### src/rtl/rv32i_types_pkg.sv
// Scalar-side shared types.
package rv32i_types_pkg;

  typedef logic [31:0] word_t;

endpackage

### src/rtl/rv32v_types_pkg.sv
// Vector-side shared types: VFU op encodings and lane sequencer state.
package rv32v_types_pkg;

  localparam int unsigned VLMAX  = 32;
  localparam int unsigned VIDX_W = $clog2(VLMAX);
  localparam int unsigned VREG_W = 5;

  typedef enum logic [1:0] {
    VFU_ALU,
    VFU_MUL
  } vfu_t;

  typedef enum logic [2:0] {
    VALU_ADD,
    VALU_SUB,
    VALU_RSB,
    VALU_AND,
    VALU_OR,
    VALU_XOR
  } valuop_t;

  typedef struct packed {
    vfu_t    vfu;
    valuop_t valuop;
  } vexec_t;

  typedef enum logic [1:0] {
    IDLE,
    RUN,
    DRAIN
  } seq_state_t;

  // Writeback pipeline slot: element whose read was issued last cycle.
  typedef struct packed {
    logic              valid;
    logic [VIDX_W-1:0] idx;
  } wb_stage_t;

endpackage

### src/rtl/rv32v_lane_sequencer.sv
// Element sequencer: walks elements 0..vl-1 through a synchronous RF read,
// the combinational VFU and a v0-masked writeback, one element per cycle.
module rv32v_lane_sequencer
  import rv32i_types_pkg::*;
  import rv32v_types_pkg::*;
#(
  parameter int unsigned MAX_VL = 32,
  parameter int unsigned IDX_W  = $clog2(MAX_VL),
  parameter int unsigned VREG_W = 5
) (
  input  logic              CLK,
  input  logic              nRST,
  input  logic              start,
  input  vexec_t            vop_in,
  input  logic [VREG_W-1:0] vs1,
  input  logic [VREG_W-1:0] vs2,
  input  logic [VREG_W-1:0] vd,
  input  logic [IDX_W:0]    vl,
  input  logic              vm,
  input  logic [MAX_VL-1:0] v0_mask,
  output logic              busy,
  output logic              done,
  output logic              rf_ren,
  output logic [VREG_W-1:0] rf_rs1,
  output logic [VREG_W-1:0] rf_rs2,
  output logic [IDX_W-1:0]  rf_ridx,
  input  word_t             rf_rdata1,
  input  word_t             rf_rdata2,
  output word_t             vfu_opA,
  output word_t             vfu_opB,
  output vexec_t            vfu_vop,
  output logic [3:0]        vfu_mask_bits,
  input  word_t             vfu_res,
  output logic              rf_wen,
  output logic [VREG_W-1:0] rf_wreg,
  output logic [IDX_W-1:0]  rf_widx,
  output word_t             rf_wdata
);

  localparam logic [IDX_W:0] VlMax = (IDX_W+1)'(MAX_VL);
  localparam logic [IDX_W:0] VlOne = (IDX_W+1)'(1);

  seq_state_t        state_q, state_d;
  vexec_t            op_q, op_d;
  logic [VREG_W-1:0] vs1_q, vs1_d, vs2_q, vs2_d, vd_q, vd_d;
  logic [IDX_W:0]    vl_q, vl_d;
  logic              vm_q, vm_d;
  logic [IDX_W-1:0]  rd_cnt_q, rd_cnt_d;
  wb_stage_t         wb_q, wb_d;
  // Set for the one cycle after a vl==0 issue: busy and done, but no traffic.
  logic              zdone_q, zdone_d;

  logic           accept;
  logic [IDX_W:0] vl_clamp;
  logic           elem_on;

  // State, operand latches, read counter and writeback slot.
  always_ff @(posedge CLK or negedge nRST) begin
    if (!nRST) begin
      state_q  <= IDLE;
      op_q     <= '0;
      vs1_q    <= '0;
      vs2_q    <= '0;
      vd_q     <= '0;
      vl_q     <= '0;
      vm_q     <= 1'b0;
      rd_cnt_q <= '0;
      wb_q     <= '0;
      zdone_q  <= 1'b0;
    end else begin
      state_q  <= state_d;
      op_q     <= op_d;
      vs1_q    <= vs1_d;
      vs2_q    <= vs2_d;
      vd_q     <= vd_d;
      vl_q     <= vl_d;
      vm_q     <= vm_d;
      rd_cnt_q <= rd_cnt_d;
      wb_q     <= wb_d;
      zdone_q  <= zdone_d;
    end
  end

  // Next state: issue in IDLE, one read per RUN cycle, DRAIN finishes the last write.
  always_comb begin
    state_d    = state_q;
    op_d       = op_q;
    vs1_d      = vs1_q;
    vs2_d      = vs2_q;
    vd_d       = vd_q;
    vl_d       = vl_q;
    vm_d       = vm_q;
    rd_cnt_d   = rd_cnt_q;
    vl_clamp   = (vl > VlMax) ? VlMax : vl;
    // A start during the zero-length done cycle is still "while busy".
    accept     = (state_q == IDLE) && !zdone_q && start;
    zdone_d    = accept && (vl_clamp == '0);
    wb_d.valid = (state_q == RUN);
    wb_d.idx   = rd_cnt_q;
    case (state_q)
      IDLE: begin
        if (accept) begin
          op_d     = vop_in;
          vs1_d    = vs1;
          vs2_d    = vs2;
          vd_d     = vd;
          vl_d     = vl_clamp;
          vm_d     = vm;
          rd_cnt_d = '0;
          if (vl_clamp != '0) state_d = RUN;
        end
      end
      RUN: begin
        rd_cnt_d = rd_cnt_q + 1'b1;
        if ({1'b0, rd_cnt_q} == vl_q - VlOne) state_d = DRAIN;
      end
      DRAIN:   state_d = IDLE;
      default: state_d = IDLE;
    endcase
  end

  // Read port, VFU operands and masked writeback; everything idles at zero.
  always_comb begin
    elem_on       = wb_q.valid && (vm_q || v0_mask[wb_q.idx]);
    busy          = (state_q != IDLE) || zdone_q;
    done          = (state_q == DRAIN) || zdone_q;
    rf_ren        = (state_q == RUN);
    rf_rs1        = rf_ren ? vs1_q : '0;
    rf_rs2        = rf_ren ? vs2_q : '0;
    rf_ridx       = rf_ren ? rd_cnt_q : '0;
    vfu_opA       = wb_q.valid ? rf_rdata2 : '0;
    vfu_opB       = wb_q.valid ? rf_rdata1 : '0;
    vfu_vop       = op_q;
    vfu_mask_bits = {4{elem_on}};
    rf_wen        = elem_on;
    rf_wreg       = wb_q.valid ? vd_q : '0;
    rf_widx       = wb_q.valid ? wb_q.idx : '0;
    rf_wdata      = wb_q.valid ? vfu_res : '0;
  end

endmodule

### config.mk
export PLATFORM = sky130hd
export DESIGN_NAME = rv32v_lane_sequencer
export DESIGN_NICKNAME = d
export VERILOG_FILES = /design/src/rtl/rv32i_types_pkg.sv /design/src/rtl/rv32v_types_pkg.sv /design/src/rtl/rv32v_lane_sequencer.sv
export SDC_FILE = /design/constraint.sdc
export NUM_CORES = 1
export LEC_CHECK = 0
export CAP_MARGIN = 0
export CORE_AREA = 3 3 113 115
export DETAILED_ROUTE_END_ITERATION = 10
export DIE_AREA = 0 0 116 118
export GPL_TIMING_DRIVEN = 0
export PLACE_DENSITY = 0.71
export SLEW_MARGIN = 40
export SYNTH_ARGS = -nofsm -noshare
export SYNTH_HDL_FRONTEND = slang
export SYNTH_SLANG_ARGS = --single-unit
### constraint.sdc
create_clock -name CLK -period 2.07 [get_ports CLK]
set_input_delay 0.3105 -clock CLK [delete_from_list [all_inputs] [get_ports CLK]]
set_output_delay 0.3105 -clock CLK [all_outputs]
set_load 0.02 [all_outputs]
==> results.py <==
metrics = {
    "logic_synthesis": {
        "synth-simple-area-share_pct": 33.4,
        "synth-xor-area-share_pct": 2.48,
        "synth-edff-count": 0,
        "synthFlopType": "dfrtp_1",
        "synth_top_area_cell": "dfrtp_1",
        "synth_top_area_share_pct": 36.3,
        "synth_seq_area_share_pct": 36.3,
        "async_flop_share_pct": 100,
        "synthMuxAreaShare_pct": 17.1,
        "synth_fa_ha_area_share_pct": 0.886,
        "syn-cell-area_mm2": 0.00282,
        "synth_area_leaders": "dfrtp_1 36%, and2_1 27%, mux2_2 9.6%",
        "ys_seq_elements": 41,
        "synth_top_family_by_area": "simple AND/OR/NAND/NOR gates",
        "synth_compound_area_share_pct": 4.52,
        "yosysUniqueCellTypes": 34,
        "synthCells": 296,
        "syn-num-nets": 456,
        "synth.avg_cell_area_um2": 9.54,
        "synth_warnings": 0,
    },
    "floorplan": {
        "rows": 40,
        "die_h_um": 118,
        "die_width_um": 116,
        "io_pins": 292,
        "start_util_pct": 23.7,
        "core_area_mm2": 0.0119,
        "dieArea_mm2": 0.0137,
    },
    "power_and_ir_drop": {
        "irDropWorstVdd_mv": 0.394,
        "total_power_mw": 2.28,
        "p_leak_nw": 3.27,
        "p_per_area_mw_per_mm2": 360,
    },
    "timing": {
        "tightest_slew_ns": 0.525,
        "timing.final.ws_setup_ns": -0.538,
        "period_needed_ns": 2.61,
        "clock_skew_ns": 0.00470,
        "min_period_over_period_pct": 126,
        "final_max_slew_viol_count": 0,
        "max_slew_margin_pct": 65.0,
        "rsz0062_at_grt": "yes",
        "whs_ns": 0.00385,
        "setup_viol_count_final": 5,
        "hold_viol_final": 0,
        "fmax_mhz": 383,
    },
    "status": {
        "status": "finished, violations left",
        "violations": "setup timing",
    },
    "global_route": {
        "grt_max_degree": 42,
        "overflow": 0,
        "grt_pass1_wl_um": 18900,
        "grt_usage_pct": 17.7,
        "grt_pass1_vias": 3254,
        "antenna_found_initial": 0,
    },
    "route": {
        "first_pass_iters": 4,
        "wl_um": 13300,
        "wl_per_cell_um": 17.8,
        "drc": 0,
        "drt_iter0_drc": 148,
        "vias": 3290,
        "ant_nets": 0,
        "avgViaCountPerCell": 4.39,
    },
    "flow_run": {
        "drv_cap": 0,
    },
    "placement": {
        "io_buffers": 291,
        "gp_congestion": 0.885,
        "dp_hpwl_um": 10800,
        "dpl_cell_area_mm2": 0.00594,
        "pre_cts_slack_ns": -0.814,
    },
    "clock_tree": {
        "cts_sinks": 41,
        "clkTransAtPathRegs_ns": 0.06,
        "cts_hold_buffers": 0,
        "htreeDepth": 2,
        "tritoncts": "done",
        "cts_root_buf": "clkbuf_16",
        "clk_latency_ns": 0.28,
        "clockBufferDepth": 2,
        "numCtsBuffers": 5,
    },
    "final_layout": {
        "final_cell_area_mm2": 0.00632,
        "drive_gt1_share_pct": 15.8,
        "areaGrowthSynthToFinish_pct": 124,
        "final_core_util_pct": 53.1,
        "antennaDiodeCount": 0,
        "nNetsFinal": 762,
    },
    "worst_setup_path": {
        "cp-start-kind": "flip-flop",
        "worstReg2RegEnd": "state_q[0]",
        "worstPathRequired_ns": 1.76,
        "cp-end-kind": "output port",
        "arrival_ns": 2.30,
        "r2r-start": "vl_q[0]",
        "r2r_slack_ns": 0.15,
        "path_class": "reg2out",
        "cp_max_fo": 4,
        "r2r_cells": 5,
    },
    "min_path": {
        "hp-class": "in2async",
    },
}
## layout by cell type (no fill, tap or decap), drive strengths merged, types with 3 or more instances in the layout
cell             n
buf             25
nand3            4
inv              7
nand2           11
xor2             5
dfrtp           41
dlygate4sd2     28
nor2             4
a21oi            4
nand2b           6
mux2i            5
and2           121
nor3             4
dlymetal6s2s    66
clkbuf          27
xnor2            3
clkdlybuf4s15    5
o21ai           12
mux2            24
mux4             7
clkdlybuf4s50  177
## metrics by stage
stage,setup TNS [ns],std cells
after floorplan,0,296
after global placement,-20.66,734
after detailed placement,-6.86,734
after CTS,-5.61,750
after global routing,-2.83,750
final,-2.43,750
## sequential cells by signal (all words and copies together) (netlist names)
register,count
state_q,2
vs2_q,5
vm_q,1
wb_q,6
vfu_vop,5
zdone_q,1
rd_cnt_q,5
vd_q,5
vl_q,6
vs1_q,5
## timing repair
item / 4_1_cts / 5_1_grt
endpoints found under the setup margin: 126 / 82
resized for setup: 95 / 99
pin swaps: 4 / 4
buffers inserted: 8 / 1
gates cloned: 1 / 0
## Yosys cell counts (5+ instances only)
| cell | count |
|---|---|
| o21ai_0 | 12 |
| and2_1 | 121 |
| mux2_2 | 24 |
| xor2_1 | 5 |
| clkbuf_1 | 12 |
| nand2b_1 | 6 |
| inv_1 | 7 |
| buf_4 | 5 |
| dfrtp_1 | 41 |
| mux2i_1 | 5 |
| nand2_1 | 11 |
| mux4_2 | 6 |
## power breakdown
| group | leakage, nW | internal [mW] | switching (mW) |
|---|---|---|---|
| registers | 0.539 | 0.802 | 0 |
| clock network | 0.0706 | 0.442 | 0.291 |
| logic | 2.66 | 0.466 | 0.278 |
## per-layer routing
| metal | track usage, % | share of wire (%) | vias to the layer above |
|---|---|---|---|
| li1 | - | - | 1582 |
| met1 | 20.3 | 37 | 1544 |
| met2 | 32.9 | 53 | 146 |
| met3 | 3.80 | 7.9 | 18 |
| met4 | 3.99 | 1.9 | 0 |
| met5 | 0 | 0 | - |
## critical path: stages, from the launching register on
cell     delay, ns
dfrtp_2       0.40
buf_8         0.13
buf_6         0.10
mux4_2        0.53
mux2i_2       0.19
o21ai_2       0.09
a21oi_4       0.14
nor3_4        0.08
buf_6         0.14
buf_6         0.10
buf_6         0.12
## how the worst max path moves through the flow
stage	from	end	slack, ns	depth (start not counted)
detailed placement	v0_mask[14]	vfu_mask_bits[0]	-0.81	8
floorplan	wb_q[0]	vfu_mask_bits[0]	0.009	6
global route	wb_q[0]	vfu_mask_bits[0]	-0.61	10
global placement	v0_mask[12]	vfu_mask_bits[0]	-0.79	8
CTS	wb_q[0]	vfu_mask_bits[0]	-0.60	10
finish	wb_q[0]	vfu_mask_bits[0]	-0.54	10
## final cells by class
class,count,area (um^2)
clock inverter,2,10.0
buffer,22,148
inverter,7,26.3
tap,147,184
multi-input combinational,225,1700
timing repair buffer,300,3090
sequential,41,1030
fill,1100,5590
clock buffer,6,129
## cell families after synthesis
logic type | count (synthesis)
AO/OA/AOI/OAI | 22
XOR/XNOR | 8
adder cells (fa/ha/maj) | 2
buffers and inverters | 30
flip-flops | 41
multiplexers | 36
AND/OR/NAND/NOR | 157
No activity file was read; power rests on OpenSTA's default activity.
